**config.mk**
```make
export PLATFORM = sky130hd
export DESIGN_NAME = vga_fb_arbiter
export DESIGN_NICKNAME = d
export VERILOG_FILES = /design/src/rtl/vga_fb_arbiter.sv
export SDC_FILE = /design/constraint.sdc
export NUM_CORES = 1
export LEC_CHECK = 0
export BUFFER_PORTS_ARGS = -buffer_cell sky130_fd_sc_hd__buf_2
export CAP_MARGIN = 20
export CORE_UTILIZATION = 46
export DETAILED_ROUTE_END_ITERATION = 10
export PLACE_DENSITY_LB_ADDON = 0.05
export SLEW_MARGIN = 20
export SYNTH_ARGS = -nofsm -noshare
export SYNTH_HDL_FRONTEND = slang
export SYNTH_SLANG_ARGS = --single-unit
export TNS_END_PERCENT = 10
```
**constraint.sdc**
```tcl
create_clock -name pixel_clk -period 1.84 [get_ports pixel_clk]
set_input_delay 0.276 -clock pixel_clk [delete_from_list [all_inputs] [get_ports pixel_clk]]
set_output_delay 0.276 -clock pixel_clk [all_outputs]
set_load 0.01 [all_outputs]
```
**src/rtl/vga_fb_arbiter.sv**
```systemverilog
// ---------------------------------------------------------------------------
// vga_fb_arbiter
//
// Shares one single-port frame-buffer RAM between the VGA scan-out path
// (pixel reads) and a writer (pattern engine or host). Everything runs in
// the pixel clock domain.
//
// Display reads always win, so scan-out never loses a pixel. The writer is
// served in cycles the display leaves idle. It can optionally be restricted
// to the vertical blanking interval for tear-free updates. A starvation
// monitor raises a sticky flag when the writer has been blocked for too long.
//
// Parameters
//   ADDR_WIDTH   frame-buffer word address width
//   DATA_WIDTH   pixel word width (3 x RGB_WIDTH)
//   RD_LATENCY   RAM read latency, mem_en to mem_rdata (1..3)
//   STARVE_LIMIT consecutive blocked-writer cycles before wr_starved (>=2)
//
// Ports
//   pixel_clk       pixel clock, sole clock
//   reset           asynchronous active-high reset
//   disp_req        display needs a pixel read this cycle
//   disp_addr       display read address
//   disp_rvalid     disp_rdata is valid this cycle
//   disp_rdata      read pixel data (combinational from mem_rdata)
//   wr_valid        writer has a pending write
//   wr_ready        a write is accepted this cycle when wr_valid=1
//   wr_addr         write address
//   wr_data         write data
//   wr_vblank_only  1 = grant writes only while vblank=1
//   vblank          vertical blanking interval indicator
//   mem_en          RAM access enable (registered)
//   mem_we          RAM write enable (registered)
//   mem_addr        RAM address (registered)
//   mem_wdata       RAM write data (registered)
//   mem_rdata       RAM read data
//   wr_starved      sticky flag: writer blocked >= STARVE_LIMIT cycles
//   starve_clr      one-cycle pulse that clears wr_starved
// ---------------------------------------------------------------------------
module vga_fb_arbiter #(
  parameter int ADDR_WIDTH   = 17,
  parameter int DATA_WIDTH   = 12,
  parameter int RD_LATENCY   = 1,
  parameter int STARVE_LIMIT = 1024
) (
  input  logic                  pixel_clk,
  input  logic                  reset,
  input  logic                  disp_req,
  input  logic [ADDR_WIDTH-1:0] disp_addr,
  output logic                  disp_rvalid,
  output logic [DATA_WIDTH-1:0] disp_rdata,
  input  logic                  wr_valid,
  output logic                  wr_ready,
  input  logic [ADDR_WIDTH-1:0] wr_addr,
  input  logic [DATA_WIDTH-1:0] wr_data,
  input  logic                  wr_vblank_only,
  input  logic                  vblank,
  output logic                  mem_en,
  output logic                  mem_we,
  output logic [ADDR_WIDTH-1:0] mem_addr,
  output logic [DATA_WIDTH-1:0] mem_wdata,
  input  logic [DATA_WIDTH-1:0] mem_rdata,
  output logic                  wr_starved,
  input  logic                  starve_clr
);

  localparam int CntW = $clog2(STARVE_LIMIT + 1);
  localparam logic [CntW-1:0] StarveMax   = CntW'(STARVE_LIMIT);
  localparam logic [CntW-1:0] StarveMaxM1 = CntW'(STARVE_LIMIT - 1);

  logic                  dispGrant;
  logic                  writeWindow;
  logic                  wrGrant;
  logic                  wrBlocked;

  logic                  memEn_q,    memEn_d;
  logic                  memWe_q,    memWe_d;
  logic [ADDR_WIDTH-1:0] memAddr_q,  memAddr_d;
  logic [DATA_WIDTH-1:0] memWdata_q, memWdata_d;

  logic [RD_LATENCY:0]   rvalidSr_q, rvalidSr_d;

  logic [CntW-1:0]       starveCnt_q, starveCnt_d;
  logic                  starved_q,   starved_d;
  logic                  starveSet;

  // Grant decision for the current cycle. The display has strict priority.
  // The writer's window depends only on the display request and the vblank
  // gating, never on wr_valid, so wr_ready can be shown to the writer before
  // it commits. While reset is held, nothing is accepted so that a pending
  // write is not silently consumed.
  always_comb begin
    dispGrant   = disp_req;
    writeWindow = ~disp_req & (~wr_vblank_only | vblank);
    wr_ready    = writeWindow & ~reset;
    wrGrant     = wr_valid & wr_ready;
    wrBlocked   = wr_valid & ~wr_ready;
  end

  // Next-state for the registered memory port. The grant seen in this cycle
  // drives the RAM in the next one. When idle, the address and data buses
  // keep their last values so they don't toggle needlessly. Only the enables
  // drop.
  always_comb begin
    memEn_d    = 1'b0;
    memWe_d    = 1'b0;
    memAddr_d  = memAddr_q;
    memWdata_d = memWdata_q;
    if (dispGrant) begin
      memEn_d   = 1'b1;
      memAddr_d = disp_addr;
    end else if (wrGrant) begin
      memEn_d    = 1'b1;
      memWe_d    = 1'b1;
      memAddr_d  = wr_addr;
      memWdata_d = wr_data;
    end
  end

  // Read-valid tracking. Each display grant enters bit 0, which lines up with
  // the mem_en cycle. It then walks RD_LATENCY more stages to meet the data
  // coming back from the RAM. One bit per cycle gives full 1-read/cycle
  // throughput with no bubbles.
  always_comb begin
    rvalidSr_d = {rvalidSr_q[RD_LATENCY-1:0], dispGrant};
  end

  // Starvation monitor. The counter measures the current run of consecutive
  // blocked cycles. It restarts whenever the writer is served or withdraws
  // its request, and saturates at the limit. The flag is raised in the cycle
  // after the run reaches the limit. Once raised, it stays set until
  // software clears it. A fresh set outranks a simultaneous clear so that
  // an ongoing starvation event is never lost.
  always_comb begin
    starveCnt_d = '0;
    if (wrBlocked) begin
      if (starveCnt_q == StarveMax) begin
        starveCnt_d = starveCnt_q;
      end else begin
        starveCnt_d = starveCnt_q + 1'b1;
      end
    end
    starveSet = wrBlocked & (starveCnt_q >= StarveMaxM1);
    starved_d = starved_q;
    if (starveSet) begin
      starved_d = 1'b1;
    end else if (starve_clr) begin
      starved_d = 1'b0;
    end
  end

  // State registers. Reset drops every in-flight read and any staged access
  // immediately, so no late rvalid or stray write appears after release.
  always_ff @(posedge pixel_clk or posedge reset) begin
    if (reset) begin
      memEn_q     <= 1'b0;
      memWe_q     <= 1'b0;
      memAddr_q   <= '0;
      memWdata_q  <= '0;
      rvalidSr_q  <= '0;
      starveCnt_q <= '0;
      starved_q   <= 1'b0;
    end else begin
      memEn_q     <= memEn_d;
      memWe_q     <= memWe_d;
      memAddr_q   <= memAddr_d;
      memWdata_q  <= memWdata_d;
      rvalidSr_q  <= rvalidSr_d;
      starveCnt_q <= starveCnt_d;
      starved_q   <= starved_d;
    end
  end

  // Output mapping. Read data passes straight through from the RAM. It is
  // only meaningful while disp_rvalid is high.
  always_comb begin
    mem_en      = memEn_q;
    mem_we      = memWe_q;
    mem_addr    = memAddr_q;
    mem_wdata   = memWdata_q;
    disp_rvalid = rvalidSr_q[RD_LATENCY];
    disp_rdata  = mem_rdata;
    wr_starved  = starved_q;
  end

endmodule
```
-- Word-level counts from Yosys, hierarchy flattened
Index checks and enable logic that the tools add are counted.
- output and inout port bits: 46
- bits in registers: 45
- multiplexer cells: 9
- bitwise logic cells: 10
- equal/unequal tests: 2
- reductions and logical operators: 3
- magnitude comparators: 1
- $add $sub $neg: 1
- operators with widths (operator ; count):
    $mux 17 ; 2
    $mux 11 ; 2
    $add 11x1->11 const B ; 1
    $eq 11x11->1 const B ; 1
    $ge 11x10->1 const B ; 1
    $and 1x1->1 ; 5
    $mux 1 ; 5
    $not 1->1 ; 4
    $reduce_bool 2->1 ; 2
    $ne 2x2->1 const B ; 1
    $reduce_and 2->1 ; 1
    $or 1x1->1 ; 1

-- Logic depth before layout (Yosys ltp)
Gate-level depths: netlist of run 1.
- word-level depth: 8
- gate-level depth with buffers: 5

-- Worst setup path before layout of run 1
Ideal clock, no wire load.
- path kind: reg-to-reg
- start point: reg starveCnt_q[6]
- end point: reg starveCnt_q[1]
- required time: 1767 ps
- buffers on the path: 0
- arrival time: 1481 ps
- path slack: 286 ps
- stages on the path, launching flop included: 4
- setup time: 73 ps
- path through: dfrtp_1 -> or4_4 -> or4_4 -> a21oi_2
- longest elaborated chain between the ends: 2
- RTL lines (item ; RTL line ; RTL):
    start: declaration ; 83 ; logic [CntW-1:0] starveCnt_q, starveCnt_d;
    start signal: assignment ; 169 ; starveCnt_q <= starveCnt_d;
    $eq 11x11->1 ; 137 ; if (starveCnt_q == StarveMax) begin
    $ne 2x2->1 (no source line) ; - ;
Every way passes these cells.
A chain may end at the register's enable or synchronous reset.

-- Worst setup path after layout of run 1
- start point: reg starveCnt_q[0]
- end point: reg starveCnt_q[10]
- longest elaborated chain between the ends: 3
- RTL lines (item ; RTL line ; RTL):
    $add 11x1->11 ; 140 ; starveCnt_d = starveCnt_q + 1'b1;
    $mux 11 ; 137 ;
    $mux 11 ; 136 ; if (wrBlocked) begin
Several ways; a longest one is shown, not always the timed one. The select of a mux whose other input is x is not followed.

==> results of run 1 <==
## per-stage QoR
| stage | instances | cell area (um2) |
|---|---|---|
| global placement | 341 | 2680 |
| finish | 351 | 2809 |
| CTS | 350 | 2801 |
| detailed placement | 341 | 2680 |
| global route | 351 | 2809 |
| floorplan | 218 | 2237 |
## synth_stat cells
library cell	count	area, um2
nor2b_1	1	6.260
nand3_1	4	20.02
a22o_1	1	8.760
dfrtp_1	45	1126
inv_2	1	3.750
ha_1	2	25.02
a21oi_2	1	8.760
nor2_1	21	78.83
nand2_1	2	7.510
or3_2	1	7.510
buf_4	13	97.59
clkbuf_1	9	33.78
nor4_1	1	6.260
nand4bb_1	1	11.26
o31ai_1	22	165.2
a21oi_1	9	45.04
a31oi_1	17	106.4
buf_2	4	20.02
xor2_1	2	17.52
or4_4	2	22.52
or3_1	2	12.51
nor3b_1	1	7.510
or2_2	3	18.77
clkinv_1	1	3.750
nand2b_1	2	12.51
nor3_4	1	16.27
or4_1	3	22.52
buf_1	1	3.750
nand4_1	19	118.9
o41ai_1	1	8.760
mux2_2	12	135.1
inv_1	8	30.03
o21ai_0	4	20.02
o311ai_0	1	8.760
## area by class of cell
class	instances	area, um2	share of cell area (%)
Multi-Input combinational cell	136	918.4	32.69
Timing Repair Buffer	98	548.0	19.51
Tap cell	54	67.56	2.405
Sequential cell	45	1126	40.09
Clock inverter	2	38.79	1.381
Clock buffer	6	72.57	2.584
Inverter	10	37.54	1.336
## repair_timing
item	4_1_cts	5_1_grt
setup endpoints to repair	0	1
buffers inserted	0	1
hold buffers	1	0
hold endpoints to repair	11	0
## registers in the layout, summed over array words and instances (netlist names)
signal	count
starveCnt_q	11
rvalidSr_q	2
mem_en	1
mem_addr	17
wr_starved	1
mem_we	1
mem_wdata	12
## power by group through the flow
stage | combinational [mW] | sequential [mW] | clock, mW
2_1_floorplan | 0.223 | 1.21 | 0
3_3_place_gp | 0.452 | 1.16 | 0
3_5_place_dp | 0.459 | 1.16 | 0
4_1_cts | 0.464 | 1.14 | 0.763
5_1_grt | 0.504 | 1.16 | 0.810
6_report | 0.456 | 1.14 | 0.745
## critical path: cells and delay by family, from the launching register on
family / cells / cell delay (ns)
simple gates: 2 / 0.72
flops: 1 / 0.46
fa+ha+maj: 1 / 0.26
compound gates: 1 / 0.17
## kinds of logic (layout without fill, tap and decap cells)
kind of cell,Yosys count,after routing,share of synthesized area (%)
AOI/OAI and AO/OA,56,56,16.61
and+or+nand+nor,64,64,16.50
DFF,45,45,50.34
muxes,12,12,6.040
xor gates and xnor gates,2,2,0.7831
adders and majority gates,2,2,1.118
buffers and inverters,37,116,8.612
## metal layers
| metal | share of wire, % | vias up | wire, um |
|---|---|---|---|
| li1 | - | 959 | - |
| met1 | 45 | 903 | 2348 |
| met2 | 47 | 76 | 2480 |
| met3 | 6.4 | 12 | 337 |
| met4 | 1.1 | 0 | 59 |
| met5 | 0 | - | 0 |
## worst min-delay path by stage
stage                         from             to  slack [ns]  depth (start not counted)
after floorplan           disp_req  rvalidSr_q[0]        0.31                          0
after global placement       reset   mem_addr[12]        0.25                          2
after detailed placement     reset   mem_addr[14]        0.25                          2
after CTS                 disp_req  rvalidSr_q[0]        0.13                          1
after global routing      disp_req  rvalidSr_q[0]        0.13                          1
final                     disp_req  rvalidSr_q[0]        0.14                          1
==> summary.md, run 1 <==
Per report_power, the clock group accounts for 31.8% of the total. The critical path starts at starveCnt_q[0]. The run finished with clean final reports. In this run the worst setup path terminates at starveCnt_q[10].

The first global-routing pass estimated 8.562 mm of wire. The number of pins exceeding their max-slew limit in the final report is 0. The analysis attributes to net switching a power of 0.6282 mW. Combinational cells account for 19.5% of the total power.

The power consumption was 2.345 mW. The row count was 25; the share of final-layout standard cells stronger than drive strength 1 was 42.42%. The tools report the category of the worst setup path launch point as a register.

The clock root buffer master is clkbuf_8. In the global route stage, overall resource usage came out at 21.26%. The internal power of the cells totals 1.717 mW. Entering global routing, the biggest net connects 35 pins.

The logs give 0 for the number of diodes added for antenna fixing and 1.92 ns for the arrival time at the worst endpoint. Once detail routing completed, the nets flagged for antenna violations numbered 0. The x dimension of the die came out at 71.74 um.

After synthesis, flip-flops and latches occupy 50.34% of the total area. The hold violation count in the final report is 0, and the reg-to-reg setup timing slack is 0.14 ns. The cell area power density came out at 834.9 nW/um2. Max-cap violations in this run came to 0. When the netlist entered floorplanning its net count stood at 285. The met2 demand-to-capacity share in global routing was 34.17%. Summed over all layers, the routed wires come to 5.226 mm. The cell with the largest stage delay on the worst path was or4_1. The worst path in the final design needs a cycle of 1.704 ns, including I/O delays and setup.

The tools report the number of different library cells in the post-synthesis netlist as 34. The number of global-route vias before repair came out at 1843. The share of the cycle needed by the critical path after routing was 92.59%; the count of clock tree sinks was 45. The worst setup path is captured at a register. The area growth from synthesis to layout is 25.56%.

The share of the core filled with cells was 59.87%. The tools report the remaining global-route overflow as 0. The number of top-level pins was 111; the setup-violating endpoint count in the final report was 0. The tools report the clock latency on the worst-skew pair as 0.30 ns.

The worst register-to-register path begins at starveCnt_q[0]. After filler insertion, the fill cell instance count of the layout stands at 415. Across the routed clock network, the largest skew measured is 0.01007 ns.

The endpoint identified for the worst register-to-register timing path is starveCnt_q[10]. Gates resized during post-CTS repair numbered 0. From bottom edge to top edge, the die measures 71.74 um. The flip-flop and latch count after synthesis is 45. H-tree depth: 2.

The signal on the critical path passes through ha_1 > nand4_1 > or4_1 > a21oi_1. After detailed routing, the number of remaining DRC violations is 0. Of all nets on the critical path, the largest fanout is 7. The maximum achievable frequency is 0.5870 GHz, and the largest stage delay on the critical path is 0.51 ns. For the final routed database, the setup TNS stands at 0 ns. The logs give 177 for the number of DRC markers after the initial detailed-route iteration and 218 for the number of cells produced by synthesis. Of the total power, the share spent switching nets is 26.78%.

The worst-case IR drop observed on VDD is 329.0 uV. The first-pass detailed-route iteration total is 4. The clock transition at the registers of the reported paths is 0.09 ns, and the number of synthesis warnings is 0. For the pin with the worst max-slew slack, the measured transition is 0.8277 ns. The number of cells on the worst reg-to-reg path is 4. In this run the static leakage power is 1.258 nW.

The tools report the met3 demand-to-capacity share in global routing as 5.907%. Using the TritonRoute via totals, the vias-per-cell ratio works out to 5.556. Measured against its own limit, the worst slew margin works out to 44.48%.

In the post-route analysis, the smallest setup slack over all paths is 0.1363 ns. The global-route met1 utilization is 28.68%. Average instance area after synthesis: 10.26 um2.

The final route contains 1950 vias. Most used routing layer: met2. At the end of routability-driven placement, the weighted congestion stood at 0.7103. The final layout contains 363 nets. The run gives 3.589 mm as the sum of net half-perimeters after detailed placement. The run gives 4692 um2 as the total core area.

The top cell types in the final layout, fill and taps aside, are buf_2 (86), dfrtp_1 (45), o31ai_1 (22). The tools report the worst hold margin as 0.1360 ns. The maximum root-to-sink buffer count was 2; the average wire per cell in the routed design was 14.89 um.

The tools report the area of the mapped netlist as 2237 um2. TritonCTS built the clock tree. The share of total power dissipated in sequential elements is 48.8%. The count of input and output buffers is 86. Leaving out fill and tap cells, the most frequent cell in the layout is buf_2. The critical path in this run is classified as reg -> reg. OpenSTA, run right after detailed placement, puts the worst setup slack at 0.1692 ns. The number of antenna violations at the first check in global routing was 0; the die footprint was 5146 um2.

The tools report the data required time at the worst endpoint as 2.05 ns. The min-delay analysis places its worst path in the category in -> reg. The run gives 5 as the clock buffer count from CTS.

Once the floorplan was initialized, standard cells occupied 47.68% of the core.
No activity file was read; power rests on OpenSTA's default activity.
==> inputs of run 2 (changes only) <==
--- a/config.mk
+++ b/config.mk
@@ -9,6 +9,7 @@
 export CAP_MARGIN = 20
 export CORE_UTILIZATION = 46
 export DETAILED_ROUTE_END_ITERATION = 10
+export GPL_TIMING_DRIVEN = 0
 export PLACE_DENSITY_LB_ADDON = 0.05
 export SLEW_MARGIN = 20
 export SYNTH_ARGS = -nofsm -noshare
==> run 2 against run 1 <==
  * The flow now finishes with violations (hold timing)
  * Sequential share of layout area down 1.6 points
  * Via count up 5.9%
  * Setup slack worse by 0.055 ns
  * Wire length up 1.7%
  * Core utilization up 2.5 points
  * First-iteration DRC count down 35%
  * Hold slack worse by 0.14 ns
  * Flip-flop and latch count unchanged
  * Final cell count up 7.7%
  * Global-route usage up 0.45 points
==> summary.md, run 2 (synthesis results as in run 1) <==
The effective utilization at floorplan came out at 47.68%. The logs give 4 for the first-pass detailed-route iteration total and 0.29 ns for the clock latency on the worst-skew pair. Entering global routing, the biggest net connects 27 pins. The die is 71.74 um tall. After floorplanning, the core was sized to cover 4692 um2. Measured along the x axis, the die boundary spans 71.74 um. Global routing used 21.71% of the available tracks. The maximum achievable frequency is 0.5685 GHz.

The tightest min-delay check is of the in -> async type. The arrival time at the worst endpoint came out at 1.48 ns. The critical path goes through buf_2 > or2_2 > clkbuf_1 > buf_2 > nor2_1 > buf_2.

The top cell types in the final layout, fill and taps aside, are buf_2 (101), dfrtp_1 (44), o31ai_1 (22). The tools report the setup slack after layout as 0.08100 ns. The cell with the largest stage delay on the worst path is or2_2. Tightest slew margin relative to the limit: 60.73%. The floorplan step defined a die boundary enclosing 5146 um2.

The peak ir drop on the vdd network was 308.9 uV. Once layout is complete, the cells apart from fillers number 378. The post-detailed-route count of antenna-violating nets is 0. The tools report the number of pins exceeding their max-slew limit in the final report as 0. Global routing finished with a remaining overflow of 0. Wires add up to 5.316 mm. The clock buffer count from CTS was 5; the post-layout instance area was 2928 um2. Pin placement for this block handled 111 I/O pins. For the buffer count from post-CTS setup fixing, the log shows 0. At the pin with the least slew margin, the transition time is 0.5869 ns. The first global-routing pass estimated 8.756 mm of wire. Setup repair after global routing left no endpoint under its margin. In the finished design, the share of the clock period the worst path needs comes to 95.60%. The logs give 3.970 mm for the sum of net half-perimeters after detailed placement and 370 for the cell count after placement.

Path type of the worst setup path: in -> out. The flow ran to the end, but the final reports show violations. The maximum root-to-sink buffer count was 2. Area added between synthesis and finish: 30.87%. The H-tree depth was 2. The routability-driven placement congestion ratio is 0.7560, and the count of clock tree sinks is 45. The worst setup path is captured at an output pin. The count of unresolved DRC violations after routing came out at 0. The number of gates resized after cts is 0. The register with the most flip-flops in the layout has 17 of them. In this design, the stage delay of the slowest critical-path cell is 0.33 ns.

The final reports fail on hold timing. The worst clock skew was 0.004399 ns; the cell area power density was 814.8 nW/um2. The tools report the row count as 25. The average wire per cell in the routed design was 14.06 um. The worst hold margin came out at -0.006207 ns.

TritonCTS built the clock tree. The pre-CTS setup slack is 0.04635 ns, and the maximum fanout along the worst path is 10. For the net count of the finished layout, the log shows 390.

The most repeated library cell on the critical path was buf_2. The number of DRC markers after the initial detailed-route iteration is 115, and the clock transition at the registers of the reported paths is 0.09 ns. The post-route netlist has 45.37% of its cells at a drive strength greater than 1.

For the worst setup path, the data required time is 1.56 ns. Number of hold buffers added after CTS: 0. Setup violations remaining at the end of the flow were counted as 0. The placed instances occupy a cell area of 2810 um2.

The hold violation count in the final report is 8. The tools report the clock root buffer master as clkbuf_8. The count of input and output buffers was 97; the via count normalized by instance count was 5.466. The total of max-cap violations was 0. The number of global-route vias before repair was 1983; the number of diodes added for antenna fixing was 0. Most common cell after layout, fill and taps aside: buf_2. For this block, the via count after detailed routing is 2066. STA classifies the critical path startpoint as a primary input. Number of antenna violations at the first check in global routing: 0.

The routed design could run at a clock period as short as 1.759 ns. In this run the static leakage power is 1.337 nW.
==> run 2: cell types whose count changed in the layout (fill, tap and decap cells not counted), sizes merged <==
| cell | previous run | this run |
|---|---|---|
| buf | 97 | 116 |
| clkbuf | 6 | 14 |
| clkinvlp | 0 | 1 |
| dlygate4sd3 | 1 | 0 |
==> run 2: cell type report <==
cell class,count,area [um2]
inverter,10,37.54
timing repair buffer,98,505.5
buffer,27,156.4
multi-input combinational,136,918.4
tap,54,67.56
clock buffer,5,68.82
sequential,45,1127
clock inverter,3,46.29
fill,437,1764
==> run 2: path summary, 6_finish.rpt <==
kind,startpoint,end,slack [ns],depth (start not counted)
setup / recovery,disp_req,wr_ready,0.08,6
max in group asynchronous,reset,starveCnt_q[0],1.36,3
min in group pixel_clk,disp_req,rvalidSr_q[0],0.15,1
setup reg to reg,starveCnt_q[1],starveCnt_q[10],0.16,4
hold / removal,reset,mem_addr[12],-0.006,2
hold reg to reg,rvalidSr_q[0],rvalidSr_q[1],0.36,0
==> run 2: critical path, delay by kind of cell <==
family                 cells  cell delay (ns)
buffers and inverters      4             0.76
and+or+nand+nor            2             0.44
==> run 2: metal layers <==
| layer | track usage (%) | wire length [um] | vias up |
|---|---|---|---|
| met1 | 27.73 | 2316 | 966 |
| met2 | 37.53 | 2609 | 90 |
| met3 | 4.923 | 344 | 5 |
| met4 | 5.229 | 45 | 0 |
| li1 | - | - | 1005 |
| met5 | 0 | 0 | - |
==> run 2: where the power goes <==
part,internal [mW],switching (mW)
clock network,0.407,0.347
logic,0.235,0.252
registers,1.09,0.0531
total,1.73,0.652
==> run 2: per-stage QoR <==
step / hold WS [ns] / TNS [ns] / power, mW / utilization, %
floorplan: 0.3074 / 0 / 1.434 / -
CTS: 0.005402 / 0 / 2.407 / 62.35
global route: 0.03649 / 0 / 2.503 / 62.40
global placement: 0.3328 / -6.179 / 1.642 / 59.47
finish: -0.006207 / 0 / 2.386 / 62.40
detailed placement: 0.3324 / 0 / 1.657 / 59.89
==> inputs of run 3 (changes only) <==
--- a/config.mk
+++ b/config.mk
@@ -8,6 +8,7 @@
 export BUFFER_PORTS_ARGS = -buffer_cell sky130_fd_sc_hd__buf_2
 export CAP_MARGIN = 20
 export CORE_UTILIZATION = 46
+export CTS_CLUSTER_DIAMETER = 30
 export DETAILED_ROUTE_END_ITERATION = 10
 export GPL_TIMING_DRIVEN = 0
 export PLACE_DENSITY_LB_ADDON = 0.05
==> constraint.sdc (replaced) <==
create_clock -name pixel_clk -period 1.84 [get_ports pixel_clk]
set_input_delay 0.092 -clock pixel_clk [delete_from_list [all_inputs] [get_ports pixel_clk]]
set_output_delay 0.092 -clock pixel_clk [all_outputs]
set_load 0.01 [all_outputs]
==> run 3 against run 2 <==
  * The flow now finishes without violations
  * First-iteration DRC count fell by 3.5%
  * Flip-flop and latch count unchanged
  * Sequential power is essentially flat
  * Final cell count up 1.1%
  * Power rose by 0.17%
  * Global-route usage rose by 0.15 points
==> summary.md, run 3 (synthesis results as in run 1) <==
The path class of the tightest hold or removal check is in -> reg. Leaving out fill and tap cells, the most frequent cell in the layout is buf_2. STA classifies the critical path startpoint as a register. The count of unresolved DRC violations after routing came out at 0. The run gives 20.6% as the combinational fraction of design power. Setup repair after global routing left no endpoint under its margin.

Die footprint: 5146 um2. The flow ran to the end, and the final reports show no timing, DRC or antenna violations. The logs give 1.351 nW for the leakage power summed over all cells and 0.1258 ns for the setup slack after layout. The net switching fraction of the power was 27.39%; the total of max-cap violations was 0.

The logs give 0.1361 ns for the pre-CTS setup slack and 47.9% for the power share of the sequential group. The tools report the number of global-route vias before repair as 2000. The maximum achievable frequency was 0.5834 GHz; the wire length on met2 was 2.659 mm.

Cell internal power was estimated by the tool at 1.735 mW. The clock passes through at most 2 buffers. Power spread over the standard cell area amounts to 807.3 nW/um2.

111 I/O pins were placed. Once the clock tree was built, the resizer swapped 0 gates to a different size. The vertical die dimension was 71.74 um. The row count was 25. The tools report the clock root buffer master as clkbuf_8. The H-tree generated during clock tree synthesis spans 2 levels. Summed over all nets, the half-perimeter wirelength after detailed placement is 3.970 mm. The count of clock tree sinks was 45. STA classifies the critical path endpoint as a register. Of all nets on the critical path, the largest fanout is 7. The routed design uses 384 um of met3 wire. The arrival time at the worst endpoint was 1.94 ns.

The detail route stage leaves a number of antenna-violating nets equal to 0. The via count normalized by instance count works out to 5.455. The initial utilization of the core area, before any placement, comes to 47.68%.

Port buffering added 97 buffers. 0 antenna diodes ended up in the layout. The cell count after placement is 370, and the via total after detailed routing is 2084. Tightest slew margin relative to the limit: 59.09%.

The number of antenna violations at the first check in global routing was 0; the proportion of power drawn by the clock network was 31.6%. Entering global routing, the biggest net connects 27 pins. The average wire per cell in the routed design came out at 14.19 um. After detailed routing, the total wire length is 5.420 mm.

The aggregate negative setup slack came out at 0 ns. The number of pins exceeding their max-slew limit in the final report is 0, and the overall global routing resource usage is 21.86%. The detailed router put a total of 2.330 mm of wire on met1.

The tools report the hold violation count in the final report as 0. The worst-case IR drop observed on VDD is 325.9 uV. The switching power is 0.6545 mW. The reg-to-reg setup timing slack is 0.13 ns, and the number of flip-flops in the largest register is 17.

Worst clock skew: 0.004113 ns. At the worst endpoint, the required time is 2.06 ns. The fill cell total of the finished layout is 436. The clock transition at the registers of the reported paths is 0.09 ns. The clock buffer count from CTS was 5. For the clock latency on the worst-skew pair, the log shows 0.29 ns.

At the end of routability-driven placement, the weighted congestion stood at 0.7560. In the final layout, the share of cells above drive strength 1 is 44.82%. The path type of the worst setup path was reg -> reg. After the flow finishes, the layout carries non-filler instances totaling 382. For the share of the core filled with cells, the log shows 63.09%. The top cell types in the final layout, fill and taps aside, are buf_2 (101), dfrtp_1 (45), o31ai_1 (22). The measured slew at the worst slew-check pin came out at 0.6114 ns. Summed over all layers, the global routing overflow is 0. Setup violations remaining at the end of the flow were counted as 0. The time the worst path needs with I/O delays and setup is 1.714 ns, and the global-route wire length before repair is 8.818 mm. The number of DRC markers after the initial detailed-route iteration came out at 111.

The core region is 4692 um2. The area added between synthesis and finish came out at 32.33%. The final critical path takes up 93.16% of the cycle. In the final design database the tool counted 394 nets.

The first detailed-routing pass ran for 4 iterations. The highest routing layer actually used is met4. The x dimension of the die works out to 71.74 um. TritonCTS built the clock tree.
-- run 3: cell count changes in the layout (fill, tap and decap cells not counted) --
cell           before  now
dlygate4sd3_1       0    2
clkbuf_1            8    9
dfrtp_1            44   45
dfrtp_2             1    0
buf_4              13   15
clkbuf_2            1    0
-- run 3: critical path: stages (launching register included) --
cell     delay [ns]
dfrtp_1        0.46
ha_1           0.28
nand4_1        0.22
buf_4          0.21
or3_1          0.33
a21oi_1        0.15
-- run 3: final cells by class --
| type | instances | area [um2] | share of cell area, % |
|---|---|---|---|
| plain buffers | 27 | 155.1 | 5.241 |
| well taps | 54 | 67.56 | 2.282 |
| multi-input cells | 136 | 918.4 | 31.02 |
| flip-flops and latches | 45 | 1126 | 38.04 |
| repair buffers | 102 | 540.5 | 18.26 |
| clock inverters | 3 | 46.29 | 1.564 |
| clock buffers | 5 | 68.82 | 2.325 |
| inverters | 10 | 37.54 | 1.268 |
-- run 3: per-stage QoR --
stage          hold WS [ns]  area, um2  total power [mW]
4_1_cts             0.01760       2945             2.411
6_report            0.02391       2960             2.390
2_1_floorplan        0.1234       2237             1.434
3_3_place_gp         0.2763       2790             1.642
5_1_grt             0.01349       2960             2.506
3_5_place_dp         0.1484       2810             1.657
-- run 3: worst paths after layout --
check                      cells after the start             end            from
max in group asynchronous                      4      wr_starved           reset
max                                            5  starveCnt_q[8]  starveCnt_q[0]
min reg2reg                                    0   rvalidSr_q[1]   rvalidSr_q[0]
min                                            2    mem_wdata[3]      wr_data[3]
max reg2reg                                    5  starveCnt_q[8]  starveCnt_q[0]
min in group asynchronous                      3    mem_addr[12]           reset
-- run 3: layer usage --
metal | global-route usage [%] | up-vias
li1 | - | 1013
met1 | 27.64 | 969
met2 | 38.16 | 97
met3 | 4.923 | 5
met4 | 5.229 | 0
met5 | 0 | -
-- run 3: power by group through the flow --
stage	Combinational (mW)	Clock, mW	Sequential [mW]
global placement	0.481	0	1.16
detailed placement	0.493	0	1.16
CTS	0.497	0.768	1.15
floorplan	0.223	0	1.21
finish	0.492	0.754	1.14
global route	0.539	0.811	1.16
-- run 3: repair_timing --
item                       CTS  global route
setup endpoints to repair    0             1
hold buffers                 2             0
buffers inserted             0             2
hold endpoints to repair    20             0
